**src/rtl/knn_label_packer.sv**
```systemverilog
// knn_label_packer: packs LW-bit KNN labels into PW-bit beats, flushing on full beat, job end or idle timeout
module knn_label_packer #(
   parameter int         PW      = 512,
   parameter int         LW      = 8,
   parameter int         TOTAL   = 2000,
   parameter int         TIMEOUT = 1024,
   parameter logic [7:0] SRC_ID  = 8'h00,
   parameter logic [7:0] DST_ID  = 8'h00
) (
   input  logic          aclk,
   input  logic          arstn,
   input  logic [PW-1:0] in_tdata,
   input  logic          in_tvalid,
   output logic          in_tready,
   input  logic [7:0]    in_src,
   input  logic [7:0]    in_dst,
   output logic [PW-1:0] out_tdata,
   output logic          out_tvalid,
   input  logic          out_tready,
   output logic [7:0]    out_src,
   output logic [7:0]    out_dst,
   output logic [6:0]    out_count,
   output logic          job_done
);
   localparam int LPB = PW / LW;
   localparam int XW  = $clog2(LPB + 1);
   localparam int TW  = $clog2(TIMEOUT + 1);

   typedef enum logic {FILL, SEND} state_t;

   state_t        state, state_nx;
   logic          run;
   logic [XW-1:0] idx;
   logic [15:0]   jcnt;
   logic [TW-1:0] icnt;
   logic [PW-1:0] buf_q;
   logic          acc, snd, full, last, tmo, unused_ok;

   assign acc  = in_tvalid & in_tready;
   assign snd  = out_tvalid & out_tready;
   assign full = idx == XW'(LPB - 1);
   assign last = jcnt == 16'(TOTAL - 1);
   assign tmo  = idx != '0 && icnt == TW'(TIMEOUT - 1);

   assign out_tdata = buf_q;
   assign out_count = 7'(idx);
   assign out_src   = SRC_ID;
   assign out_dst   = DST_ID;
   assign job_done  = snd && jcnt == 16'(TOTAL);
   assign unused_ok = ^{in_src, in_dst, in_tdata[PW-1:LW]};

   // next state and handshake outputs; ready is held off until the first clock after reset
   always_comb begin
      state_nx   = state;
      in_tready  = 1'b0;
      out_tvalid = 1'b0;
      if (state == FILL) begin
         in_tready = run;
         state_nx  = ((acc && (full || last)) || (!acc && tmo)) ? SEND : FILL;
      end else begin
         out_tvalid = 1'b1;
         state_nx   = out_tready ? FILL : SEND;
      end
   end

   // state, slot buffer, job and idle counters
   always_ff @(posedge aclk or negedge arstn) begin
      if (!arstn) begin
         state <= FILL;
         run   <= 1'b0;
         idx   <= '0;
         jcnt  <= '0;
         icnt  <= '0;
         buf_q <= '0;
      end else begin
         state <= state_nx;
         run   <= 1'b1;
         icnt  <= (state == FILL && !acc && idx != '0) ? icnt + 1'b1 : '0;
         if (acc) begin
            idx  <= idx + 1'b1;
            jcnt <= jcnt + 1'b1;
         end
         if (snd) begin
            buf_q <= '0;
            idx   <= '0;
            if (jcnt == 16'(TOTAL)) jcnt <= '0;
         end else begin
            for (int k = 0; k < LPB; k++)
               if (acc && idx == XW'(k)) buf_q[k*LW +: LW] <= in_tdata[LW-1:0];
         end
      end
   end
endmodule

```
**config.mk**
```make
export PLATFORM = sky130hd
export DESIGN_NAME = knn_label_packer
export DESIGN_NICKNAME = d
export VERILOG_FILES = /design/src/rtl/knn_label_packer.sv
export SDC_FILE = /design/constraint.sdc
export NUM_CORES = 1
export LEC_CHECK = 0
export ABC_CLOCK_PERIOD_IN_PS = 3700
export CELL_PAD_IN_SITES_DETAIL_PLACEMENT = 0
export CELL_PAD_IN_SITES_GLOBAL_PLACEMENT = 1
export CORE_AREA = 3 3 415 417
export DETAILED_ROUTE_END_ITERATION = 10
export DIE_AREA = 0 0 418 420
export GPL_TIMING_DRIVEN = 0
export PLACE_DENSITY_LB_ADDON = 0.1
export SLEW_MARGIN = 40
export SYNTH_ARGS = -nofsm -noshare
export SYNTH_HDL_FRONTEND = slang
export SYNTH_SLANG_ARGS = --single-unit
```
**constraint.sdc**
```tcl
create_clock -name aclk -period 3.7 [get_ports aclk]
set_input_delay 0.37 -clock aclk [delete_from_list [all_inputs] [get_ports aclk]]
set_output_delay 0.37 -clock aclk [all_outputs]
set_load 0.02 [all_outputs]
```
After elaboration in Yosys (flattened, before gate mapping) --
Cells that the tools add are included.
Cells by class: multiply operators 0, magnitude comparators 0, shift-type cells 0, reductions and logical operators 140, muxes and demuxes 76, bitwise logic cells 3, add/sub/neg operators 3, div/mod/pow operators 0, eq/ne operators 66
Operators by type and width (number):
- 2-to-1 mux 512 bit | 1
- 2-to-1 mux 8 bit | 64
- == test 7 x 6 -> 1 bit (second input constant) | 32
- nonzero test 2 bit | 65
- == test 7 x 5 -> 1 bit (second input constant) | 16
- logical AND 1 bit | 70
- == test 7 x 4 -> 1 bit (second input constant) | 8
- 2-to-1 mux 16 bit | 3
- == test 16 x 11 -> 1 bit (second input constant) | 2
- == test 7 x 3 -> 1 bit (second input constant) | 4
- adder 16 x 1 -> 16 bit (second input constant) | 1
- == test 7 x 2 -> 1 bit (second input constant) | 2
- 2-to-1 mux 7 bit | 2
- adder 11 x 1 -> 11 bit (second input constant) | 1
- == test 11 x 10 -> 1 bit (second input constant) | 1
- 2-to-1 mux 11 bit | 1
- adder 7 x 1 -> 7 bit (second input constant) | 1
- == test 7 x 1 -> 1 bit (second input constant) | 1
- zero test 7 bit | 1
- nonzero test 7 bit | 1
- 2-to-1 mux 1 bit | 5
- bitwise AND 1 bit | 2
- logical OR 1 bit | 2
- zero test 1 bit | 1
- NOT 1 bit | 1
Word-level totals: bits of input ports 532, output and inout port bits 538, memory bits (writable) 0, logic and storage cells 357, memories 0, register bits after elaboration 548, latch bits 0, bits in read-only memories 0

Logic depth before layout (Yosys ltp) --
depth after elaboration 7, depth in mapped cells 8, depth with buffers taken out 6

Worst setup path after synthesis --
No wires, ideal clock.
path type reg-to-reg, start register idx[0], in the netlist out_count[0], end register buf_q[472], in the netlist out_tdata[472], buffers on the path 2, setup slack 1.850 ns, period minus slack after synthesis 1.850 ns, data required time 3.568 ns, cell stages (with the launch flop) 8, library setup time 0.132 ns, data arrival time 1.718 ns, cell sequence dfrtp_1 > ha_1 > and3b_2 > clkbuf_1 > nor3b_1 > buf_4 > mux2i_1 > nor2_1
On the way: word-level cells in the longest chain between the ends 3
RTL lines:
- from (decl) | line 33 | logic [XW-1:0] idx;
- from (signal assigned) | line 80 | idx <= idx + 1'b1;
- == test 7 x 6 -> 1 bit | line 89 | if (acc && idx == XW'(k)) buf_q[k*LW +: LW] <= in_tdata[LW-1:0];
- logical AND 1 bit | line 89
- nonzero test 2 bit (no source line)
- to (signal, indexed assignment) | line 89
- to (decl) | line 36 | logic [PW-1:0] buf_q;
No other way between the ends. A chain may end at the register's enable or synchronous reset.

Worst setup path in the final report --
start register jcnt[12], end output port job_done
On the way: word-level cells in the longest chain between the ends 2
RTL lines:
- from (decl) | line 34 | logic [15:0] jcnt;
- from (signal assigned) | line 81 | jcnt <= jcnt + 1'b1;
- == test 16 x 11 -> 1 bit | line 49 | assign job_done = snd && jcnt == 16'(TOTAL);
- logical AND 1 bit | line 49
- to (decl) | line 23 | output logic job_done
No other way between the ends.

==> summary.txt <==
fmax -> 303 MHz
clk slew on worst S/H paths -> 0.06 ns
final setup vio count -> 0
Final Power -> 20.2 mW
Final Non-Filler Cells -> 4884
Fin. Hold Viols -> 0
EDFF count, synth -> 0
slowest stage delay, CP -> 0.88 ns
Post-synth ARST share -> 100%
Clock Skew -> 0.0352 ns
total track usage -> 13.6%
Post-Route WL -> 122 mm
First DRT Iteration DRCs -> 961
Vias/cell -> 3.54
RSZ-0062 raised after global routing -> false
largest net degree at the start of global routing -> 79
CTS tree -> built
Worst Path Arrival -> 2.93 ns
CP startpoint kind -> flip-flop
Detail Route Antenna Nets -> 0
register area share after synthesis -> 58.1%
die footprint -> 176000 um2
die width -> 418 um
min Tclk post-route -> 3.30 ns
Post-Synthesis Cells -> 1976
CP Class -> flip-flop to primary output
CTS Buf Count -> 81
Remaining Overflow, GRT -> 0
Clock Sinks -> 548
Synth-to-Final Area Change -> 46.8%
Final #Nets -> 3146
Pleak -> 17.7 nW
status -> finished clean
worst vdd ir -> 0.308 mV
PwrDens -> 585 nW/um2
DR vias -> 17300
post-CTS setup buffers -> 0
die height -> 420 um
slew margin rel. -> 43.6%
synth top area cells -> dfrtp_1 (58%), mux2i_1 (22%), nor2_1 (8.6%)
top cell type's share of synthesized area -> 58.1%
DP Worst Slack -> 0.445 ns
IO Pins -> 1070
uppermost layer routed -> met5
Layout fillers -> 18300
Yosys cell types -> 43
Yosys warning count -> 0
worst slew pin tran -> 0.846 ns
number of global-route vias before repair -> 18500
met3 wire len -> 11.7 mm
Wirelength per Cell -> 25.0 um
Final period util -> 89.3%
final count of pins violating max slew -> 0
met2 wire len -> 54.4 mm
worst hold slack -> 0.0972 ns
Root Driver -> clkbuf_16
Post-route DRC -> 0
Top FF cell, synth -> dfrtp_1
Synth area leader -> dfrtp_1
initial antenna violation count -> 6
total core area -> 169000 um2
critical path's slowest cell -> clkdlybuf4s50_1
Pre-antenna DRT Iters -> 4
FP Rows -> 151
htree depth -> 3
Avg Inst Size Synth -> 11.9 um2
maxcap violations -> 0
endpoint class of the critical path -> primary output
worst hold path class -> primary input to flip-flop
Starting Density -> 13.9%
first-pass GRT wire length -> 165 mm
Yosys reg bits -> 548
total negative slack -> 0 ns
CP Cell Sequence -> nor4_1 > nand4_1 > nor3_4 > clkdlybuf4s50_1
global placement routability congestion -> 0.763
fraction of layout cells with a size suffix above 1 -> 11.6%
DP HPWL -> 90.5 mm
final setup margin -> 0.397 ns
metal1 wirelength -> 53.6 mm
maximum fanout along the worst path -> 9
Worst-Skew Late Latency -> 0.67 ns
CTS Buffer Depth -> 3
Synth Cell Area -> 23600 um2
Placed Cells -> 4741
WP data required -> 3.33 ns
IO buf count -> 525
## synth_stat cells, types with 2 or more instances
cell / number
mux2i_1: 513
conb_1: 2
ha_1: 7
nand4b_1: 2
inv_1: 7
nor2_1: 542
and3b_1: 6
buf_6: 38
buf_2: 12
and4_1: 3
clkbuf_2: 4
and3_1: 7
and2_1: 2
nand3_1: 7
and3_2: 2
nor3_1: 6
nor3b_4: 4
clkbuf_1: 97
nand3_2: 47
nor3b_2: 13
nand4_1: 7
buf_4: 28
and3b_2: 3
nor2b_1: 3
nor4_1: 5
nand2_1: 18
xnor2_1: 14
dfrtp_1: 548
xor2_1: 14
a21oi_1: 2
## cell families (layout without fill, tap and decap cells)
family / count (synthesis) / in the layout / synth area share (%)
flops: 548 / 548 / 58.1
fa+ha+maj: 7 / 7 / 0.371
simple gates: 687 / 687 / 13.8
xor+xnor: 28 / 28 / 1.04
other cells: 2 / 18 / 0.0318
buf+inv: 186 / 860 / 4.70
mux: 513 / 513 / 21.8
compound gates: 5 / 5 / 0.122
## stage by stage
step                      area, um2  util, %
after floorplan               23600        -
after global placement        31700     18.7
after detailed placement      31900     18.9
after CTS                     34600     20.5
after global routing          34600     20.5
final                         34600     20.5
## worst paths after layout
kind,from,slack [ns],endpoint,depth (start not counted)
worst max-delay path,jcnt[12]$_DFF_PN0_,0.40,job_done,4
worst min-delay path,in_tdata[7],0.1,out_tdata[495]$_DFFE_PN0P_,3
worst max register to register,out_count[1]$_DFFE_PN0P_,1.04,out_tdata[424]$_DFFE_PN0P_,8
worst min register to register,jcnt[15]$_DFF_PN0_,0.48,jcnt[15]$_DFF_PN0_,1
max in group asynchronous,arstn,1.87,out_tdata[366]$_DFFE_PN0P_,5
min in group asynchronous,arstn,0.23,out_tdata[453]$_DFFE_PN0P_,2
## flip-flops by register name (all words and copies together) (netlist names)
| name | cells |
|---|---|
| out_tdata | 512 |
| icnt | 11 |
| jcnt | 16 |
| out_count | 7 |
| run | 1 |
| state | 1 |
## placed cells by master, fill, tap and decap left out, types with 13 or more instances in the layout
master           instances
clkdlybuf4s50_1        524
dfrtp_1                548
xor2_1                  14
nor3b_2                 13
conb_1                  17
mux2i_1                513
clkbuf_2                26
buf_6                   38
clkbuf_8                17
clkbuf_16               83
xnor2_1                 14
nor2_1                 542
clkinv_2                13
clkbuf_1                92
nand2_1                 18
nand3_2                 47
buf_4                   28
## layer usage
metal  track usage (%)  vias up
met3              5.87      100
met1              17.2     8806
met4              3.46        2
met5                 0        -
met2              21.2      531
li1                  -     7832
## worst max-delay path: cells and delay by family, from the launching register on
kind          cells  cell delay [ns]
buf+inv           1             0.88
flops             1             0.41
simple gates      3             0.98
## report_power, final
group / switching, mW / leakage (nW) / internal, mW / total [mW]
sequential: 0.562 / 7.51 / 6.81 / 7.38
combinational: 2.90 / 8.91 / 1.97 / 4.87
clock: 3.13 / 1.33 / 4.86 / 8.00
total: 6.60 / 17.7 / 13.6 / 20.2
## final cells by class
type	instances	area [um2]	area share (%)
Multi-Input combinational cell	1257	8820	25.5
Tap cell	2218	2780	8.02
Inverter	7	26.3	0.0759
Clock buffer	117	2370	6.86
Antenna cell	1	2.50	0.00723
Timing Repair Buffer	533	5470	15.8
Clock inverter	24	328	0.947
Buffer	179	1110	3.21
Sequential cell	548	13700	39.6
## repair_timing
item                                    4_1_cts  5_1_grt
hold buffers                                  1        0
endpoints found under the setup margin        0        1
resized for setup                             0        1
hold endpoints to repair                    140        0
Power figures use the tool's default switching activity.
